==> src/rtl/addsub_golden.sv <==
// Combinational golden model of the WIDTH-bit adder/subtractor: {sub,A,B} -> {Cout,Res}.
module addsub_golden #(
  parameter int unsigned WIDTH = 4
) (
  input  logic             subtract_i,
  input  logic [WIDTH-1:0] a_i,
  input  logic [WIDTH-1:0] b_i,
  output logic [WIDTH:0]   result_o
);

  logic [WIDTH-1:0] b_eff;

  always_comb begin
    b_eff    = subtract_i ? ~b_i : b_i;
    result_o = {1'b0, a_i} + {1'b0, b_eff} + {{WIDTH{1'b0}}, subtract_i};
  end

endmodule

==> config.mk <==
export PLATFORM = sky130hd
export DESIGN_NAME = addsub_golden
export DESIGN_NICKNAME = d
export VERILOG_FILES = /design/src/rtl/addsub_golden.sv
export SDC_FILE = /design/constraint.sdc
export NUM_CORES = 1
export LEC_CHECK = 0
export ABC_AREA = 1
export ABC_CLOCK_PERIOD_IN_PS = 5850
export BUFFER_PORTS_ARGS = -buffer_cell sky130_fd_sc_hd__buf_2
export CORE_AREA = 2 2 39 41
export DETAILED_ROUTE_END_ITERATION = 16
export DIE_AREA = 0 0 41 43
export GPL_TIMING_DRIVEN = 0
export PLACE_DENSITY = 0.45
export SYNTH_ARGS = -nofsm -noshare
export SYNTH_HDL_FRONTEND = slang
export SYNTH_SLANG_ARGS = --single-unit
==> constraint.sdc <==
create_clock -name vclk -period 5.85
set_input_delay 1.755 -clock vclk [all_inputs]
set_output_delay 1.755 -clock vclk [all_outputs]
set_load 0.005 [all_outputs]
== After elaboration in Yosys (flattened, before gate mapping) ==
Index checks and enable logic that the tools add are counted.

* Register bits: 0
* Output and inout port bits: 5
* Logic and storage cells: 4
* Input bits: 9

* $add $sub $neg: 2
* Mux-type cells: 1
* Bitwise operators: 1

{| class="wikitable"
|+ Operators with widths
! cell !! count
|-
| 4-bit by 4-bit adder with 5-bit output || 1
|-
| 5-bit by 1-bit adder with 5-bit output || 1
|-
| 4-bit two-way mux || 1
|-
| 4-bit inverter || 1
|}

== Depth between registers and ports, before layout ==
* Depth in word-level cells: 4
* Mapped depth: 8
* Depth with buffers taken out: 8

== Least setup slack after synthesis ==
Ideal clock, no wire load.

* Path kind: input-to-output
* Start point: input subtract_i
* End point: output result_o[4]
* Setup slack: 1.542 ns
* Path buffers: 0
* Data required time: 4.095 ns
* Cell stages on the path: 4
* Data arrival time: 2.553 ns
* Cell sequence: xor2_1 fa_1 a21oi_1 o21bai_1

* Longest elaborated chain between the ends: 3

{| class="wikitable"
|+ Ends and longest elaborated chain
! item !! RTL line !! RTL
|-
| start: declaration || 5 || <nowiki>input logic subtract_i,</nowiki>
|-
| 4-bit two-way mux || 14 || <nowiki>b_eff = subtract_i ? ~b_i : b_i;</nowiki>
|-
| 4-bit by 4-bit adder with 5-bit output || 15 || <nowiki>result_o = {1'b0, a_i} + {1'b0, b_eff} + {{WIDTH{1'b0}}, subtract_i};</nowiki>
|-
| 5-bit by 1-bit adder with 5-bit output * || 15 ||
|-
| end: declaration || 8 || <nowiki>output logic [WIDTH:0] result_o</nowiki>
|}

Every way passes the cells marked *; elsewhere a longest branch is shown, timed or not.

== Worst setup path after layout ==
Ends and elaborated chain as after synthesis.

==> qor.yml <==
grt_max_degree: 5
finalCritPeriodShare_pct: 79.14
seq_cell_count: 0
outcome: "complete, no violations"
relSlewSlack_pct: 83.44
required_ns: 4.09
grt_pass1_wl_um: 531
wire_per_inst_um: 6.315
fmax_mhz: 216.0
swShare_pct: 49.68
clkPwrFrac_pct: 0
worstSetupStartpoint: "subtract_i"
drtAntennaViolNets: 0
gp_congestion: 0.6882
place_hpwl_um: 333.2
core_um2: 1384
netlist_top_cells_area: "xor2_1 26%, ha_1 22%, nand2_1 13%"
die_y_um: 43
tns_ns: 0
rows: 14
cp_data_arrival_time_ns: 2.87
drcViolationCount: 0
hp-start: "a_i[0]"
tightest_slew_ns: 0.2476
synth_top_area_cell: "xor2_1"
cp-start-kind: "primary input"
yosys_warnings: 0
start_util_pct: 12.30
synth_area_um2: 170.2
fin_crit_ns: 4.630
syn_avg_cell_area_um2: 7.090
cap_violations: 0
antenna_cells: 0
p_leak_nw: 0.1574
totalWireLength_um: 341
grt.overflow.total: 0
utilization_pct: 18.81
hold_buffers: 0
yosys.cell_types.count: 9
setup_slack_ns: 1.220
power_w: 0.00002855
worstPathMaxFanout: 4
path_class: "primary input to output pin"
ioPinCount: 14
antenna_found_initial: 0
end_kind: "output pin"
postCtsSetupBuffers: 0
netlist.area_leader.share_pct: 25.74
pwr-share-comb_pct: 100.0
final_nets: 53
syn_inst: 24
switchingPower_w: 0.00001418
fp.dieW_um: 41
rsz0062_at_grt: "false"
layout-drive-gt1-share_pct: 42.11
grt_pass1_vias: 153
p_int_w: 0.00001437
synth_fp_nets: 37
slew_viol_final: 0
ys_seq_area_share_pct: 0
firstDrtPassIters: 4
via_per_inst: 3.315
setup_viol: 0
yosysMostFrequentCell: "nand2_1"
powerDensity_nw_per_um2: 109.7
hold_path_class: "primary input to output pin"
ys_top_cells_by_count: "6 x nand2_1, 5 x xor2_1, 3 x ha_1, 3 x inv_1"
seq_area_um2: 0
area_growth_syn_to_layout_pct: 52.94
min_path_cells: 3
nClkBuffers: 0
dp_slack_ns: 1.206
grtUsageTotal_pct: 3.900
vias: 179
hold_viol: 0
ir_worst_vdd_uv: 32.40
drtIter0Drc: 2
ctsResizeCount: 0
io_buffers: 14
design.die.area_um2: 1763
seqPwrFrac_pct: 0
==> metal layers <==
layer | global-route usage (%) | wire (um)
met2 | 6.250 | 142
met1 | 6.032 | 158
met4 | 0 | 0
met5 | 0 | 0
met3 | 0 | 40
==> cells by family after synthesis <==
| kind of cell | Yosys count | share of synthesized area (%) |
|---|---|---|
| AND/OR/NAND/NOR | 9 | 23.52 |
| XOR/XNOR | 5 | 25.73 |
| adder cells (fa/ha/maj) | 4 | 33.83 |
| buffers and inverters | 3 | 6.617 |
| AO/OA/AOI/OAI | 3 | 10.30 |
==> power groups by stage <==
stage	clock, W	combinational, W	sequential, W
3_3_place_gp	0	0.0000292	0
2_1_floorplan	0	0.0000169	0
5_1_grt	0	0.0000330	0
4_1_cts	0	0.0000294	0
6_report	0	0.0000285	0
3_5_place_dp	0	0.0000293	0
==> placed cells by master, fill, tap and decap left out, drive strengths merged <==
cell type   n
a21oi       2
buf        14
fa          1
ha          3
inv         3
nand2       8
nand3       1
o21bai      1
xor2        5
==> path summary, 6_finish.rpt <==
kind	endpoint	slack, ns
worst max-delay path	result_o[4]	1.22
worst min-delay path	result_o[0]	3.77
==> metrics by stage <==
| step | hold slack [ns] | std cells | instance area (um2) |
|---|---|---|---|
| 5_1_grt | 3.790 | 54 | 260.3 |
| 6_report | 3.774 | 54 | 260.3 |
| 3_5_place_dp | 3.775 | 54 | 260.3 |
| 3_3_place_gp | 3.773 | 54 | 260.3 |
| 4_1_cts | 3.776 | 54 | 260.3 |
| 2_1_floorplan | 3.561 | 24 | 170.2 |
==> critical path, cell delays in order <==
cell and delay [ns]:
buf_2 0.13, xor2_1 0.19, fa_1 0.44, a21oi_1 0.15, o21bai_1 0.08, buf_2 0.13
==> layout make-up <==
class,count,area (um2)
Inverter,3,11.26
Timing Repair Buffer,14,70.07
Multi-Input combinational cell,21,158.9
Tap cell,16,20.02
Fill cell,166,1124
(Power assumes the default switching activity.)
